### config.mk
export PLATFORM = sky130hd
export DESIGN_NAME = band_level_tracker
export DESIGN_NICKNAME = d
export VERILOG_FILES = /design/src/rtl/bar_viz_pkg.sv /design/src/rtl/magnitude_scaler.sv /design/src/rtl/band_level_tracker.sv
export SDC_FILE = /design/constraint.sdc
export NUM_CORES = 1
export LEC_CHECK = 0
export CORE_MARGIN = 1
export CORE_UTILIZATION = 40
export CTS_CLUSTER_SIZE = 8
export DETAILED_ROUTE_END_ITERATION = 8
export PLACE_DENSITY = 0.52
export SYNTH_ARGS = -nofsm -noshare
export SYNTH_HDL_FRONTEND = slang
export SYNTH_SLANG_ARGS = --single-unit
export TNS_END_PERCENT = 5
### constraint.sdc
create_clock -name MAX10_CLK1_50 -period 4.79 [get_ports MAX10_CLK1_50]
set_input_delay 0.479 -clock MAX10_CLK1_50 [delete_from_list [all_inputs] [get_ports MAX10_CLK1_50]]
set_output_delay 0.479 -clock MAX10_CLK1_50 [all_outputs]
set_load 0.03 [all_outputs]
### src/rtl/bar_viz_pkg.sv
// bar_viz_pkg: types and constants shared by the bar-graph video path.
//   NUM_BANDS / BAND_W : number of bands and the band index width
//   HEIGHT_W / MAX_HEIGHT : bar height width and saturation ceiling
//   HOLD_FRAMES : peak-marker hold time (used only with PEAK_MARKER_EN)
//   band_t, height_t, tracker_state_t : shared typedefs
//   decay_sat() : subtract with a floor at zero
package bar_viz_pkg;

    localparam int NUM_BANDS   = 16;
    localparam int BAND_W      = $clog2(NUM_BANDS);
    localparam int HEIGHT_W    = 9;
    localparam int MAX_HEIGHT  = 400;
    localparam int HOLD_FRAMES = 30;

    typedef logic [BAND_W-1:0]   band_t;
    typedef logic [HEIGHT_W-1:0] height_t;

    typedef enum logic {
        IDLE,
        DECAY
    } tracker_state_t;

    function automatic height_t decay_sat(input height_t h, input height_t step);
        return (h > step) ? height_t'(h - step) : '0;
    endfunction

endpackage

### src/rtl/magnitude_scaler.sv
// magnitude_scaler: combinational conversion of a signed sample to a bar height.
//   sample : signed two's-complement input sample
//   shift  : right shift applied to the magnitude
//   height : |sample| >> shift, clamped to MAX_HEIGHT
module magnitude_scaler
    import bar_viz_pkg::*;
#(
    parameter int SAMPLE_W = 16
) (
    input  logic signed [SAMPLE_W-1:0] sample,
    input  logic        [3:0]          shift,
    output height_t                    height
);

    localparam logic [SAMPLE_W-1:0] MOST_NEG = {1'b1, {(SAMPLE_W-1){1'b0}}};
    localparam logic [SAMPLE_W-1:0] MOST_POS = {1'b0, {(SAMPLE_W-1){1'b1}}};

    logic [SAMPLE_W-1:0] mag;
    logic [SAMPLE_W-1:0] shifted;

    always_comb begin
        mag = sample;
        // The most negative value has no positive twin; saturate it.
        if (sample == MOST_NEG) begin
            mag = MOST_POS;
        end else if (sample[SAMPLE_W-1]) begin
            mag = -sample;
        end
    end

    assign shifted = mag >> shift;

    always_comb begin
        height = shifted[HEIGHT_W-1:0];
        if (shifted > SAMPLE_W'(MAX_HEIGHT)) begin
            height = height_t'(MAX_HEIGHT);
        end
    end

endmodule

### src/rtl/band_level_tracker.sv
// band_level_tracker: per-band bar heights with instant attack and a linear
// per-frame decay sweep, read by bar_graph through a synchronous read port.
//   MAX10_CLK1_50 : system clock          Reset    : async reset, active-low
//   in_valid/in_ready/in_band/in_sample   : sample handshake
//   gain_shift    : magnitude right shift frame_tick : start-of-blanking pulse
//   busy          : decay sweep running
//   rd_band -> rd_height / rd_peak        : 1-cycle-latency read port
// Build option: define PEAK_MARKER_EN for per-band peak-hold markers;
// otherwise rd_peak mirrors rd_height.
module band_level_tracker
    import bar_viz_pkg::*;
#(
    parameter int SAMPLE_W   = 16,
    parameter int DECAY_STEP = 4
) (
    input  logic                       MAX10_CLK1_50,
    input  logic                       Reset,
    input  logic                       in_valid,
    output logic                       in_ready,
    input  band_t                      in_band,
    input  logic signed [SAMPLE_W-1:0] in_sample,
    input  logic        [3:0]          gain_shift,
    input  logic                       frame_tick,
    output logic                       busy,
    input  band_t                      rd_band,
    output height_t                    rd_height,
    output height_t                    rd_peak
);

    localparam height_t DSTEP     = height_t'(DECAY_STEP);
    localparam band_t   LAST_BAND = band_t'(NUM_BANDS - 1);

    tracker_state_t state;
    logic           pending;
    band_t          sweep_idx;
    height_t        level [NUM_BANDS];
    height_t        scaled;
    height_t        lvl_dec;
    logic           in_ok;
    logic           rd_ok;

    magnitude_scaler #(.SAMPLE_W(SAMPLE_W)) u_scaler (
        .sample (in_sample),
        .shift  (gain_shift),
        .height (scaled)
    );

    // Range checks only exist when the index width can exceed the band count.
    if (NUM_BANDS < (1 << BAND_W)) begin : g_partial
        assign in_ok = (int'(in_band) < NUM_BANDS);
        assign rd_ok = (int'(rd_band) < NUM_BANDS);
    end else begin : g_full
        assign in_ok = 1'b1;
        assign rd_ok = 1'b1;
    end

    assign lvl_dec = decay_sat(level[sweep_idx], DSTEP);

`ifdef PEAK_MARKER_EN
    localparam int HOLD_W = $clog2(HOLD_FRAMES + 1);

    height_t           peak [NUM_BANDS];
    logic [HOLD_W-1:0] hold [NUM_BANDS];
    height_t           pk_dec;
    height_t           pk_next;

    assign pk_dec  = decay_sat(peak[sweep_idx], DSTEP);
    // The marker never falls below the bar it sits on.
    assign pk_next = (pk_dec > lvl_dec) ? pk_dec : lvl_dec;
`endif

    always_ff @(posedge MAX10_CLK1_50 or negedge Reset) begin
        if (!Reset) begin
            state     <= IDLE;
            pending   <= 1'b0;
            sweep_idx <= '0;
            in_ready  <= 1'b0;
            busy      <= 1'b0;
            for (int unsigned i = 0; i < NUM_BANDS; i++) begin
                level[i] <= '0;
`ifdef PEAK_MARKER_EN
                peak[i]  <= '0;
                hold[i]  <= '0;
`endif
            end
        end else begin
            case (state)
                IDLE: begin
                    in_ready <= 1'b1;
                    if (in_valid && in_ready && in_ok) begin
                        if (scaled > level[in_band]) begin
                            level[in_band] <= scaled;
                        end
`ifdef PEAK_MARKER_EN
                        if (scaled >= peak[in_band]) begin
                            peak[in_band] <= scaled;
                            hold[in_band] <= HOLD_W'(HOLD_FRAMES);
                        end
`endif
                    end
                    // A sample accepted on this edge is written before the sweep.
                    if (frame_tick || pending) begin
                        state     <= DECAY;
                        pending   <= 1'b0;
                        sweep_idx <= '0;
                        busy      <= 1'b1;
                        in_ready  <= 1'b0;
                    end
                end
                DECAY: begin
                    level[sweep_idx] <= lvl_dec;
`ifdef PEAK_MARKER_EN
                    if (hold[sweep_idx] != '0) begin
                        hold[sweep_idx] <= hold[sweep_idx] - 1'b1;
                    end else begin
                        peak[sweep_idx] <= pk_next;
                    end
`endif
                    if (sweep_idx == LAST_BAND) begin
                        // A tick seen during the sweep restarts it back-to-back.
                        if (pending || frame_tick) begin
                            pending   <= 1'b0;
                            sweep_idx <= '0;
                        end else begin
                            state    <= IDLE;
                            busy     <= 1'b0;
                            in_ready <= 1'b1;
                        end
                    end else begin
                        sweep_idx <= sweep_idx + band_t'(1);
                        if (frame_tick) begin
                            pending <= 1'b1;
                        end
                    end
                end
                default: begin
                    state <= IDLE;
                end
            endcase
        end
    end

    always_ff @(posedge MAX10_CLK1_50 or negedge Reset) begin
        if (!Reset) begin
            rd_height <= '0;
`ifdef PEAK_MARKER_EN
            rd_peak   <= '0;
`endif
        end else begin
            rd_height <= rd_ok ? level[rd_band] : '0;
`ifdef PEAK_MARKER_EN
            rd_peak   <= rd_ok ? peak[rd_band] : '0;
`endif
        end
    end

`ifndef PEAK_MARKER_EN
    assign rd_peak = rd_height;
`endif

endmodule

Yosys cells after proc, flatten, opt, wreduce, memory -nomap -nowiden

Cells that the tools add are included.

Word-level logic and storage cells: 93
Bits in registers: 161
Input bits: 32

Magnitude comparators: 8
Mux-type cells: 40
Reduce and logical (&&, ||, !) cells: 7
Shift operators: 1
$add $sub $neg: 3
Bitwise gates (word level): 4
Equality and inequality tests: 8

Operators by type and width:

| operator                                                    | number |
|---|---|
| bitwise mux 144 bit                                         | 2 |
| 2-to-1 mux 144 bit                                          | 2 |
| case mux 144 bit (2 select lines)                           | 1 |
| binary-select mux 9 bit (select 4 bit)                      | 3 |
| 2-to-1 mux 9 bit                                            | 10 |
| demux 9 bit (select 4 bit)                                  | 2 |
| 2-to-1 mux 16 bit                                           | 2 |
| == test 16 bit (second input constant)                      | 1 |
| > comparator 16 x 9 -> 1 bit (second input constant)        | 1 |
| negator 16 bit                                              | 1 |
| >> shifter 16 x 4 -> 16 bit                                 | 1 |
| greater-or-equal comparator 5 bit (second input constant)   | 3 |
| inverter 4 -> 5 bit                                         | 3 |
| 2-to-1 mux 1 bit                                            | 11 |
| less-than comparator 5 x 1 -> 1 bit (second input constant) | 2 |
| > comparator 9 x 3 -> 1 bit (second input constant)         | 1 |
| > comparator 9 bit                                          | 1 |
| subtractor 9 x 3 -> 9 bit (second input constant)           | 1 |
| 2-to-1 mux 4 bit                                            | 2 |
| != test 2 bit (second input constant)                       | 4 |
| case mux 1 bit (2 select lines)                             | 4 |
| case mux 4 bit (2 select lines)                             | 1 |
| adder 4 x 1 -> 4 bit (second input constant)                | 1 |
| == test 4 bit (second input constant)                       | 1 |
| 7 further kinds                                             | 10 |

Depth between registers and ports, before layout

Gate-level depths: netlist (run 1).

Word-level depth: 10
Gate-level depth with buffers: 28
Gate-level depth less buffers: 21

By module

From an unflattened synthesis (run 1), not the netlist that was laid out.

Cells, all modules: 1201
Area total of the unflattened synthesis: 12728.5 um^2

Modules (own cells, without submodules):

| module             | instances | cells each | area an instance (um^2) | seq. area each (um^2) |
|---|---|---|---|---|
| band_level_tracker | 1         | 953        | 11056.9                 | 4028.9 |
| magnitude_scaler   | 1         | 248        | 1671.6                  | 0.0 |

Worst setup path before layout (run 1)

No wires, ideal clock.

Kind: input to register
Start: in in_sample[0]
End: reg level[113] (netlist name)
Arrival: 6.049 ns
Path slack: -1.355 ns
Stages: 25
Setup time: 0.095 ns
Data required time: 4.695 ns
Path through: clkbuf_1 inv_1 ha_1 clkbuf_1 or3b_2 or4_1 buf_2 nand2_1 o221ai_1 o32a_1 a221o_1 or2_0 o211ai_2 buf_4 inv_1 ha_1 nor2b_1 o21a_1 o21a_1 o21a_1 o221ai_1 a21oi_1 o21ai_0 a21oi_1 o31ai_1

Word-level cells in the longest chain between the ends: 10
Elaborated cells on any way between the ends: 14
Those cells by class: add/sub (1); order compare (2); eq/ne (2); shift (1); mux (7); reduce/logical (1)

Ends and longest elaborated chain:

| item                                                                       | line                      | text |
|---|---|---|
| start, declared                                                            | band_level_tracker.sv:21  | `input logic signed [SAMPLE_W-1:0] in_sample,` |
| negator 16 bit                                                             | magnitude_scaler.sv:27    | `mag = -sample;` |
| 2-to-1 mux 16 bit                                                          | magnitude_scaler.sv:26    | `end else if (sample[SAMPLE_W-1]) begin` |
| 2-to-1 mux 16 bit *                                                        | magnitude_scaler.sv:24    | `if (sample == MOST_NEG) begin` |
| >> shifter 16 x 4 -> 16 bit *                                              | magnitude_scaler.sv:31    | `assign shifted = mag >> shift;` |
| > comparator 16 x 9 -> 1 bit                                               | magnitude_scaler.sv:35    | `if (shifted > SAMPLE_W'(MAX_HEIGHT)) begin` |
| 2-to-1 mux 9 bit *                                                         | magnitude_scaler.sv:35    |  |
| parallel branches: the longest is 4 deep, another holds > comparator 9 bit | n/a                       |  |
| end signal, assigned by index                                              | band_level_tracker.sv:92  | `level[in_band] <= scaled;` |
| end signal, assigned by index                                              | band_level_tracker.sv:111 | `level[sweep_idx] <= lvl_dec;` |
| end, declared                                                              | band_level_tracker.sv:36  | `height_t level [NUM_BANDS];` |

Mark *: on every way between the ends. The select of a mux whose other input is x is not followed.
A chain may end at the register's enable or synchronous reset.

Worst setup path in the final report (run 1)

Start: in in_sample[0]
End: reg level[88] (netlist name)

Same word-level chain as after synthesis.

==> results of run 1 <==
-- final timing paths --
kind / depth (start not counted) / slack (ns) / to
min in group MAX10_CLK1_50: 2 / 0.53 / level[98]
worst max-delay path: 25 / -0.18 / level[88]
worst min register to register: 2 / 0.53 / level[98]
max in group asynchronous: 2 / 3.54 / level[96]
worst max register to register: 11 / 0.57 / level[117]
worst min-delay path: 1 / 0.11 / rd_height[4]
-- cells in the mapped netlist (10+ instances only) --
master    instances  area (um^2)
buf_1            22         82.6
and2_1           16          100
a32oi_1          39          342
a21oi_1          34          170
nor2b_1          16          100
nor2_1           49          184
ha_1             16          200
nand2_1         158          593
nand3_1          29          145
dfrtp_1         161         4030
inv_1            32          120
a211oi_1         10         75.1
a22oi_1          13         97.6
nor3_1           21          105
buf_4            11         82.6
clkbuf_1         73          274
o21ai_0          61          305
buf_2            13         65.1
o21ai_1          20          100
mux4_2          137         3090
o221ai_1         89          780
-- per-layer routing --
| metal | GRT usage | vias up |
|---|---|---|
| li1 | - | 5304 |
| met1 | 0.454 | 6390 |
| met2 | 0.506 | 681 |
| met3 | 0.0683 | 136 |
| met4 | 0.156 | 2 |
| met5 | 0 | - |
-- layout by cell type, fill, tap and decap left out, types with 6 or more instances in the layout --
master / count
inv_6: 7
buf_6: 31
o21ai_2: 7
or3_1: 6
dfrtp_1: 159
o21a_1: 7
and2_4: 7
or4_4: 7
clkbuf_16: 17
a21oi_2: 9
buf_12: 16
and2_1: 11
a211o_1: 6
o221ai_2: 18
a31oi_1: 6
nor3_1: 21
o211ai_1: 6
nor2b_1: 15
mux2i_1: 8
o22ai_1: 6
a32oi_1: 36
a21oi_1: 22
buf_2: 15
clkdlybuf4s50_1: 30
nand2_2: 16
nor2_1: 49
a22oi_2: 9
o21ai_1: 47
a211oi_1: 8
nand4_1: 7
o21ai_0: 25
ha_1: 13
buf_4: 223
mux4_2: 137
nand3_1: 25
inv_1: 28
o221ai_1: 71
nand2_1: 140
-- through the flow --
step | TNS, ns | setup WS, ns
after detailed placement | -150.57 | -1.21
after floorplan | -71.12 | -0.651
after global placement | -140.20 | -1.15
after global routing | -35.89 | -0.324
final | -14.24 | -0.180
after CTS | -3.90 | -0.102
-- flip-flops by register name (all words and copies together), names as in the netlist --
register and count:
sweep_idx 4, busy 1, in_ready 1, level 144
pending 1, state 1, rd_height 9
-- power by group --
group	leakage [uW]	switching (uW)	internal [uW]	total (uW)
Sequential	0.00191	645	1870	2510
Clock	0.000285	647	753	1400
Combinational	0.00439	2490	2060	4550
Total	0.00658	3780	4680	8460
-- what timing repair did --
action	in CTS	in global routing
gates resized for setup	121	102
pin swaps	35	37
gates cloned	2	0
setup buffers	22	8
setup endpoints to repair	144	144
-- cell families (layout without fill, tap and decap cells) --
| family | after synthesis | in the layout | synth area share |
|---|---|---|---|
| compound gates | 362 | 363 | 0.216 |
| buf+inv | 161 | 384 | 0.0564 |
| flops | 161 | 161 | 0.318 |
| fa+ha+maj | 16 | 16 | 0.0158 |
| simple gates | 356 | 357 | 0.136 |
| mux | 149 | 149 | 0.253 |
| xor+xnor | 7 | 7 | 0.00484 |
-- final cells by class --
type                       instances  area [um^2]  share of cell area
multi-input combinational        892         8620               0.519
sequential                       161         4030               0.243
timing repair buffer             318         2750               0.166
tap                              396          495              0.0298
clock buffer                      19          453              0.0273
inverter                          34          135             0.00813
clock inverter                    13          123             0.00738
==> out/qor.yml, run 1 <==
endpoint_kind: "flop"
clock_latency_ns: 0.45
drcViolationCount: 0
syn_avg_cell_area_um2: 10.5
crit_slowest_cell: "or3b_4"
grt_pass1_wl_mm: 80.0
firstDrtPassIters: 5
cap_viol_max_count: 0
fin_worst_skew_ns: 0.0119
vias: 12513
ys_ff_latch: 161
io_pins: 52
postRouteWirelength_mm: 52.9
finalHoldViolCount: 0
ys_seq_area_frac: 0.318
final_util: 0.537
tightest_slew_ns: 1.11
path_max_fanout: 9
num_antenna_cells: 0
die_x_um: 180
num_rows: 64
postCtsHoldBufs: 0
gp_congestion: 0.955
cts_num_sinks: 161
avgViaCountPerCell: 6.83
final_layout_size_suffix_gt1_frac: 0.414
peakVddDrop_mv: 0.434
clk_path_buf_depth: 2
netlist_area_mm2: 0.0127
cp-startpoint: "in_sample[0]"
placed_cell_area_mm2: 0.0153
grt_max_degree: 98
grt_pass1_vias: 12351
critPathTopFamily: "compound AO/OA/AOI/OAI gates"
setup_viol: 143
p_leak_uw: 0.00658
ys.flop_type: "dfrtp_1"
ys.warnings.count: 0
drtAntennaViolNets: 0
syn_inst: 1212
status: "complete, but fails checks"
r2r_start: "sweep_idx[0]"
cp-start-kind: "input pin"
arrival_ns: 5.28
clk_pin_slew_worst_paths_ns: 0.07
portBuffers: 51
hold_path_class: "in -> async"
dp_cells: 1769
synth_edf_count: 0
critPathRequiredTime_ns: 5.10
synth_cell_types: 87
grt-ovfl-total: 0
post-route-cell-area_mm2: 0.0166
powerDensity_mw_per_mm2: 509
start_util: 0.410
synth_fp_nets: 1260
crit_buf_inv: 8
crit_type: "in -> reg"
rsz0062_at_grt: "yes"
violations: "setup timing"
fin_ws_ns: -0.180
wl_met3_mm: 4.61
fillers: 2733
antenna_found_initial: 1
wl_per_cell_um: 28.9
h-tree-depth: 4
grt_usage: 0.332
highest_layer: "met5"
wl_met2_mm: 23.8
total_power_uw: 8460
synthArstFlopShare: 1.00
cts_buffers: 17
critPathMaxStageDelay_ns: 0.42
fp.dieH_um: 180
max_freq_ghz: 0.201
hold_ws_ns: 0.114
die_area_mm2: 0.0324
cts_root_buf: "clkbuf_16"
met1_length_mm: 21.8
hpwlAfterDp_mm: 37.1
period_needed_ns: 4.97
fin_cells: 1833
slew_headroom: 0.258
area_delta_synth_final_pct: 31.0
finalNetCount: 1472
drv_slew: 0
core_mm2: 0.0309
drtIter0Drc: 1388
min_period_over_period: 1.04
cts_tree: "yes"
(Power assumes the default switching activity.)
==> inputs of run 2 (changes only) <==
--- a/config.mk
+++ b/config.mk
@@ -10,6 +10,7 @@
 export CTS_CLUSTER_SIZE = 8
 export DETAILED_ROUTE_END_ITERATION = 8
 export PLACE_DENSITY = 0.52
+export SLEW_MARGIN = 0
 export SYNTH_ARGS = -nofsm -noshare
 export SYNTH_HDL_FRONTEND = slang
 export SYNTH_SLANG_ARGS = --single-unit
==> results of run 2 <==
Final layout, timing and power as in run 1 (identical DEF).
==> inputs of run 3 (changes only) <==
--- a/config.mk
+++ b/config.mk
@@ -6,10 +6,11 @@
 export NUM_CORES = 1
 export LEC_CHECK = 0
 export CORE_MARGIN = 1
-export CORE_UTILIZATION = 40
+export CORE_UTILIZATION = 48
 export CTS_CLUSTER_SIZE = 8
 export DETAILED_ROUTE_END_ITERATION = 8
-export PLACE_DENSITY = 0.52
+export PLACE_DENSITY = 0.61
+export SKIP_LAST_GASP = 1
 export SLEW_MARGIN = 0
 export SYNTH_ARGS = -nofsm -noshare
 export SYNTH_HDL_FRONTEND = slang
==> run 3 against run 2 <==
The run still ends with setup timing left. Maximum frequency fell by 1.8%. Total power shrank 2.1%. Setup slack lost 0.094 ns. First-iteration DRC count up 19%. Die area fell by 16%. Critical path type unchanged.
==> out/qor.yml, run 3 (synthesis gave the netlist of run 1 again) <==
die_area_mm2: 0.0271  # -16%
critPathRequiredTime_ns: 5.15  # +0.05 ns
fin_worst_skew_ns: 0.0156  # +0.00370 ns
placed_cell_area_mm2: 0.0150  # -1.6%
reg.largest.list: "level (144), rd_height (9), sweep_idx (4)"
final_util: 0.629  # +0.0913
arrival_ns: 5.42  # +0.14 ns
dp_slack_ns: -1.28  # -0.0655 ns
grt_pass1_wl_mm: 79.4  # -0.77%
min_period_over_period: 1.06  # +0.0195
drcViolationCount: 0  # unchanged
cts_num_sinks: 161  # unchanged
setup_viol: 144  # +0.70%
clk_pin_slew_worst_paths_ns: 0.07  # about the same
slew_headroom: 0.258  # about the same
clock_latency_ns: 0.45  # about the same
grt-ovfl-total: 0  # unchanged
grt_usage: 0.404  # +0.0722
h-tree-depth: 4  # unchanged
hpwlAfterDp_mm: 35.9  # -3.4%
gp_congestion: 1.00  # +5.1%
mostFrequentLayoutCells: "210 x buf_4, 159 x dfrtp_1, 147 x nand2_1"
max_freq_ghz: 0.197  # -1.8%
post-route-cell-area_mm2: 0.0163  # -1.6%
postRouteWirelength_mm: 53.1  # +0.36%
clk_path_buf_depth: 2  # unchanged
cts_buffers: 17  # unchanged
endpoint_kind: "flop"
violations: "setup timing"
crit_end: "level[2]"
fin_cells: 1758  # -4.1%
cp-start-kind: "input pin"
finalHoldViolCount: 0  # unchanged
cts_tree: "yes"
status: "complete, but fails checks"
firstDrtPassIters: 8  # +3
antenna_found_initial: 2  # +1
avgViaCountPerCell: 7.34  # +7.5%
grt_pass1_vias: 12461  # +0.89%
hold_path_class: "in -> async"
postCtsHoldBufs: 0  # unchanged
period_needed_ns: 5.06  # +0.0936 ns
largest_reg_flops: 144  # unchanged
drtAntennaViolNets: 0  # unchanged
p_leak_uw: 0.00651  # -1.2%
io_pins: 52  # unchanged
die_x_um: 165  # -8.6%
rsz0062_at_grt: "yes"
r2r_start: "sweep_idx[0]"
r2r_slack_ns: 0.38  # -0.19 ns
grt_max_degree: 68  # -31%
peakVddDrop_mv: 0.470  # +8.1%
dp_cells: 1693  # -4.3%
start_util: 0.488  # +0.0777
portBuffers: 51  # unchanged
powerDensity_mw_per_mm2: 507  # -0.50%
cap_viol_max_count: 0  # unchanged
drtIter0Drc: 1657  # +19%
fin_ws_ns: -0.274  # -0.0936 ns
timing.rr.end: "level[126]"
cts_root_buf: "clkbuf_16"
fp.dieH_um: 165  # -8.6%
final_layout_size_suffix_gt1_frac: 0.385  # -0.0291
path_max_fanout: 7  # -2
mostFrequentLayoutCell: "buf_4"
core_mm2: 0.0260  # -16%
area_delta_synth_final_pct: 28.9
wl_per_cell_um: 30.2  # +4.6%
num_rows: 59  # -7.8%
cp-startpoint: "in_sample[4]"
largest-register: "level"
tightest_slew_ns: 1.11  # -0.000578 ns
r2r_cells: 11  # unchanged
crit_type: "in -> reg"
finalNetCount: 1456  # -1.1%
drv_slew: 0  # unchanged
vias: 12899  # +3.1%
run 3: metal layers:
metal,part of all wire,global-route usage,vias to the layer above
met4,0.067,0.229,0
met1,0.36,0.526,6407
li1,-,-,5277
met3,0.13,0.126,229
met5,0,0,-
met2,0.44,0.597,986
run 3: power by group:
group / switching [uW] / total [uW] / leakage [uW] / internal, uW
Clock: 640 / 1440 / 0.000294 / 801
Sequential: 603 / 2470 / 0.00191 / 1870
Combinational: 2420 / 4370 / 0.00430 / 1950
Total: 3670 / 8280 / 0.00651 / 4610
run 3: repair_timing:
action | CTS | global route
cloned | 4 | 0
buffers inserted | 25 | 4
gates resized for setup | 142 | 34
setup endpoints to repair | 144 | 144
pin swaps | 45 | 23
run 3: final cells by class:
cell class / count / area [um^2]
Clock buffer: 18 / 439
Sequential cell: 161 / 4030
Antenna cell: 2 / 5.00
Fill cell: 2092 / 9650
Inverter: 34 / 131
Tap cell: 335 / 419
Multi-Input combinational cell: 892 / 8530
Clock inverter: 14 / 166
Timing Repair Buffer: 302 / 2610
run 3: worst max-delay path: stages:
cell and delay [ns]:
buf_6 0.09, or4_4 0.62, or4_4 0.65, buf_6 0.16
nand2_4 0.06, o22ai_1 0.09, a21o_1 0.19, a221o_1 0.41
buf_4 0.16, buf_6 0.12, and3_4 0.17, a211oi_4 0.18
ha_2 0.23, nor2b_4 0.04, o21a_1 0.16, o21a_1 0.16
o21a_2 0.23, o221ai_4 0.19, buf_12 0.16, a211oi_4 0.07
buf_6 0.17, a21oi_4 0.20, buf_6 0.18, a22oi_1 0.09
o21ai_1 0.15
run 3: per-stage QoR:
step | TNS, ns | total power, uW | hold slack (ns)
finish | -26.07 | 8280 | 0.0434
global route | -50.00 | 8610 | 0.0894
CTS | -20.07 | 8100 | 0.0687
detailed placement | -156.98 | 6520 | 0.512
global placement | -154.28 | 6420 | 0.501
floorplan | -71.12 | 4970 | 0.183
run 3: worst min-delay path by stage:
stage / start / end / cells after the start
global placement: level[40] / level[40] / 2
finish: Reset / level[88] / 1
global route: Reset / level[97] / 1
floorplan: Reset / busy / 0
CTS: Reset / level[88] / 1
detailed placement: level[120] / level[120] / 2
==> patch 1, RTL diff (config.mk and constraints of run 2) <==
Make the reset (`Reset`) synchronous in 2 clocked blocks. Comments in the files are not updated.
--- a/src/rtl/band_level_tracker.sv
+++ b/src/rtl/band_level_tracker.sv
@@ -71,3 +71,3 @@
 
-    always_ff @(posedge MAX10_CLK1_50 or negedge Reset) begin
+    always_ff @(posedge MAX10_CLK1_50) begin
         if (!Reset) begin
@@ -142,3 +142,3 @@
 
-    always_ff @(posedge MAX10_CLK1_50 or negedge Reset) begin
+    always_ff @(posedge MAX10_CLK1_50) begin
         if (!Reset) begin
Function: differs if Reset is asserted again (counterexample within 4 cycles, from zero or initial values and one cycle with Reset low); with Reset held inactive, the same outputs for 4 cycles.
==> patch 1 against run 2 <==
  * The flow still finishes with violations (negative setup slack)
  * Synthesized cell count fell by 21%
  * Final area is 8.9% lower
  * Worst setup slack worse by 0.36 ns
  * Area after synthesis decreased by 7.4%
  * Final cell count down 15%
  * Clock skew grew 0.0049 ns
  * Routed wire length is 23% lower
  * Sequential share of layout area is 6.6 points higher
  * Sequential cell count stayed put
  * Critical path type unchanged
  * Critical endpoint is now level[8][4]
  * Largest cell class unchanged
  * Highest routed layer is now met4
Power is not compared: it rests on default switching activity, and its combinational part moved more than twofold at a synthesized area within 25%.
==> patch 1: results <==
group,metric,value,unit
global_route,grt_first_pass_wirelength,61.4,mm
global_route,grt_antenna_before_repair,0,
global_route,grt_pass1_vias,9550,
status,status,"finished with violations",
power_and_ir_drop,total_leakage_power,5.48,nW
layout,drive_gt1_share,42.6,%
synth,ys_async_sr_fraction,0,%
routing,via_per_inst,6.37,
clocking,worstSkewPairLatency,0.45,ns
synth,synth_edf_count,144,
synth,syn-num-nets,1004,
power_and_ir_drop,p_int,0.00282,W
routing,drt_iter0_markers,1237,
global_route,grt_max_degree,37,
sta,fin_worst_skew,0.0168,ns
clocking,cts_root_buf,"clkbuf_16",
power_and_ir_drop,irDropWorstVdd,0.190,mV
clocking,clk_pin_slew,0.08,ns
sta,slew_headroom,24.2,%
routing,finalWirelength,41.0,mm
clocking,htreeDepth,4,
placed_design,dpl.hpwl,29.4,mm
clocking,cts_made_buffers,17,
routing,vias,9961,
status,violations,"negative setup slack",
layout,final_nets,1212,
synth,synth_common_cells,"144 x edfxtp_1, 137 x mux4_2, 127 x nor2_1, 61 x a21oi_1, 56 x nand2_1",
critical_path,critPathArrivalTime,5.54,ns
placed_design,dp.cells,1496,
synth,ys.flop_type,"edfxtp_1",
placed_design,portBuffers,51,
routing,dr.pass1.iters,5,
synth,synthTopCellsByArea,"edfxtp_1 37%, mux4_2 26%, nor2_1 4.1%",
synth,synth_seq_area_share,39.7,%
min_path,hp-class,"flop to flop",
sta,finalSetupViolCount,288,
sta,fin_ws,-0.544,ns
clocking,clockBufferDepth,2,
sta,tns,-136.38,ns
critical_path,path_max_fanout,9,
layout,fillers,2547,
placed_design,globalplace.congestion,0.919,
synth,synthCells,959,
synth,synth.distinct_cells,88,
global_route,track_usage,27.7,%
[patch 1: final cells by class]
cell class,count,share of cell area (%)
clock buffer,17,2.81
clock inverter,15,1.11
inverter,23,0.628
multi-input combinational,678,45.7
sequential,161,30.8
tap,384,3.17
timing repair buffer,286,15.7
[patch 1: what timing repair did]
action                                  4_1_cts  5_1_grt
gates cloned                                  3        1
resized for setup                            59       55
endpoints found under the setup margin      288      288
buffers inserted                             24        8
hold buffers                                  0        0
pin swaps                                    99       43
[patch 1: worst paths after layout]
path	from	end	slack, ns	cells past startpoint
setup / recovery	in_sample[4]	level[8][4]	-0.54	27
hold / removal	in_ready	in_ready	0.49	2
setup reg to reg	sweep_idx[0]	level[5][7]	0.29	11
hold reg to reg	in_ready	in_ready	0.49	2
[patch 1: logic make-up (layout without fill, tap and decap cells)]
kind of cell	Yosys count	after routing	share of synthesized area, %
xor gates and xnor gates	13	13	0.970
AOI/OAI and AO/OA	212	213	13.7
buffers and inverters	122	341	5.01
adders and majority gates	13	13	1.39
muxes	144	144	26.9
and+or+nand+nor	294	295	12.3
DFF	161	161	39.7
[patch 1: power groups by stage]
| stage | combinational (W) | sequential (W) | clock (W) |
|---|---|---|---|
| after CTS | 0.00110 | 0.00164 | 0.00141 |
| after global placement | 0.00104 | 0.00167 | 0 |
| final | 0.00116 | 0.00164 | 0.00140 |
| after global routing | 0.00122 | 0.00165 | 0.00146 |
| after floorplan | 0.000633 | 0.00166 | 0 |
| after detailed placement | 0.00104 | 0.00168 | 0 |
[patch 1: per-stage QoR]
| stage | setup WS [ns] | cell area (um^2) | hold slack, ns | utilization [%] |
|---|---|---|---|---|
| detailed placement | -1.29 | 13900 | 0.482 | 48.2 |
| CTS | -0.461 | 14900 | 0.493 | 51.6 |
| floorplan | -0.787 | 11900 | 0.579 | - |
| global route | -0.732 | 15100 | 0.523 | 52.6 |
| finish | -0.544 | 15100 | 0.491 | 52.6 |
| global placement | -1.20 | 13900 | 0.466 | 48.2 |
[patch 1: routing by layer]
metal,track usage (%),wire (um),up-vias
met4,7.15,874,0
met5,0,0,-
li1,-,-,4286
met3,3.86,3130,72
met1,40.4,17600,5079
met2,43.6,19400,524
[patch 1: worst max-delay path, stage by stage]
cell and delay (ns):
dlygate4sd2_1 0.26, buf_6 0.14, or4_4 0.54, o21ai_4 0.21, mux2i_1 0.11, nor4_2 0.29, buf_4 0.18, nor3_1 0.05
a211oi_2 0.28, o21ai_2 0.12, a2bb2o_4 0.25, nor2_2 0.10, ha_1 0.25, nor2b_4 0.14, o21a_1 0.16, o21a_1 0.16
o21a_1 0.16, o21a_1 0.17, o21a_1 0.17, o211ai_1 0.20, buf_4 0.18, a311oi_4 0.10, buf_4 0.17, buf_12 0.13
o211ai_1 0.20, nand2_1 0.14, buf_6 0.18
==> patch 2, RTL diff (config.mk and constraints of run 2) <==
Without the edit above. `SAMPLE_W` is set to 16 in 2 places; all go to 24.
--- a/src/rtl/magnitude_scaler.sv
+++ b/src/rtl/magnitude_scaler.sv
@@ -7,3 +7,3 @@
 #(
-    parameter int SAMPLE_W = 16
+    parameter int SAMPLE_W = 24
 ) (
--- a/src/rtl/band_level_tracker.sv
+++ b/src/rtl/band_level_tracker.sv
@@ -12,3 +12,3 @@
 #(
-    parameter int SAMPLE_W   = 16,
+    parameter int SAMPLE_W   = 24,
     parameter int DECAY_STEP = 4
Interface: changed (resized in_sample); port bits go from 52 to 60. The function was not compared with the original's and may differ.
==> patch 2 against run 2 <==
  * The flow still finishes with violations (negative setup slack)
  * Global-route usage fell by 1.3 points
  * Final area grew 5.0%
  * Area after synthesis increased by 4.1%
  * Critical path depth grew 5
  * Final cell count increased by 6.7%
  * Worst setup slack got worse by 0.56 ns
  * Routed wire length down 0.92%
  * Sequential power shrank 6%
  * Power is 4.4% lower
  * Sequential cell count is the same
  * Maximum frequency is 10% lower
  * Critical endpoint is now level[100]
==> patch 2: results <==
group,metric,value,unit
global_route,grt_antenna_before_repair,0,
sta,fin_worst_skew,0.0131,ns
sta,fin_ws,-0.741,ns
clocking,cts_resized,195,
synth,synth.distinct_cells,86,
synth,syn_area,13200,um^2
placed_design,globalplace.congestion,0.936,
placed_design,portBuffers,59,
critical_path,worstPathRequired,5.11,ns
placed_design,place_area,15700,um^2
power_and_ir_drop,total_leakage_power,6.86,nW
synth,muxShareOfSynthArea,25.3,%
synth,synth_fa_ha_area_share,1.52,%
status,violations,"negative setup slack",
layout,final_cell_area,17400,um^2
power_and_ir_drop,irDropWorstVdd,0.629,mV
sta,period_needed,5.53,ns
layout,nNonClkBuffers,329,
layout,clkCellAreaFrac,3.29,%
routing,drt_iter0_markers,1236,
status,status,"finished with violations",
layout,multiInputGateArea,9360,um^2
layout,fillers,2976,
clocking,post_cts_buffers,17,
synth,synth_common_cells,"161 x dfrtp_1, 141 x nand2_1, 138 x mux4_2, 93 x clkbuf_1, 83 x a22oi_1",
sta,slew_headroom,20.6,%
layout,drive_gt1_share,41.9,%
global_route,track_usage,31.8,%
layout,design.seq.count,161,
layout,final_nets,1557,
routing,dr.pass1.iters,6,
placed_design,dpl.hpwl,38.0,mm
layout,sh_seq_area,23.1,%
power_and_ir_drop,p_int,0.00445,W
routing,vias,13068,
layout,n_all_inverters,28,
sta,finalSetupViolCount,144,
global_route,grt_first_pass_wirelength,80.5,mm
patch 2: cell types whose count changed after synthesis, moves of 16 or more:
cell / change
o31ai_1: +17
nand2_1: -17
a22oi_1: +70
clkbuf_1: +20
a32oi_1: -39
nor2_1: +16
o21ai_1: -16
o41ai_1: +17
o21ai_0: +17
o221ai_1: -25
patch 2: metal layers:
metal | vias up | global-route usage [%] | wire [um]
li1 | 5593 | - | -
met1 | 6610 | 41.3 | 20600
met2 | 723 | 53.3 | 25800
met3 | 142 | 5.37 | 4130
met4 | 0 | 11.8 | 1830
met5 | - | 0 | 0
patch 2: through the flow:
stage / TNS [ns] / total power, W / std cells / hold WS, ns / setup WS, ns
3_5_place_dp: -216.17 / 0.00625 / 1888 / 0.510 / -1.66
5_1_grt: -111.06 / 0.00844 / 1956 / 0.0609 / -0.945
6_report: -84.04 / 0.00809 / 1956 / 0.0173 / -0.741
3_3_place_gp: -217.37 / 0.00621 / 1888 / 0.506 / -1.63
4_1_cts: -69.98 / 0.00780 / 1946 / 0.0354 / -0.616
2_1_floorplan: -152.48 / 0.00465 / 1288 / 0.183 / -1.14
patch 2: worst paths after layout:
kind                               start  slack, ns      endpoint  cells after the start
setup / recovery            in_sample[0]      -0.74    level[100]                     30
hold / removal                     Reset       0.02    level[117]                      1
setup reg to reg                level[1]       0.73    level[100]                     18
hold reg to reg                level[94]       0.54     level[94]                      2
max in group asynchronous          Reset       3.75  sweep_idx[0]                      2
min in group MAX10_CLK1_50     level[94]       0.54     level[94]                      2
patch 2: critical path, delay by kind of cell:
family                     cells  cell delay (ns)
AOI/OAI and AO/OA             15             2.96
buffers and inverters         10             1.28
and+or+nand+nor                3             0.70
adders and majority gates      2             0.43
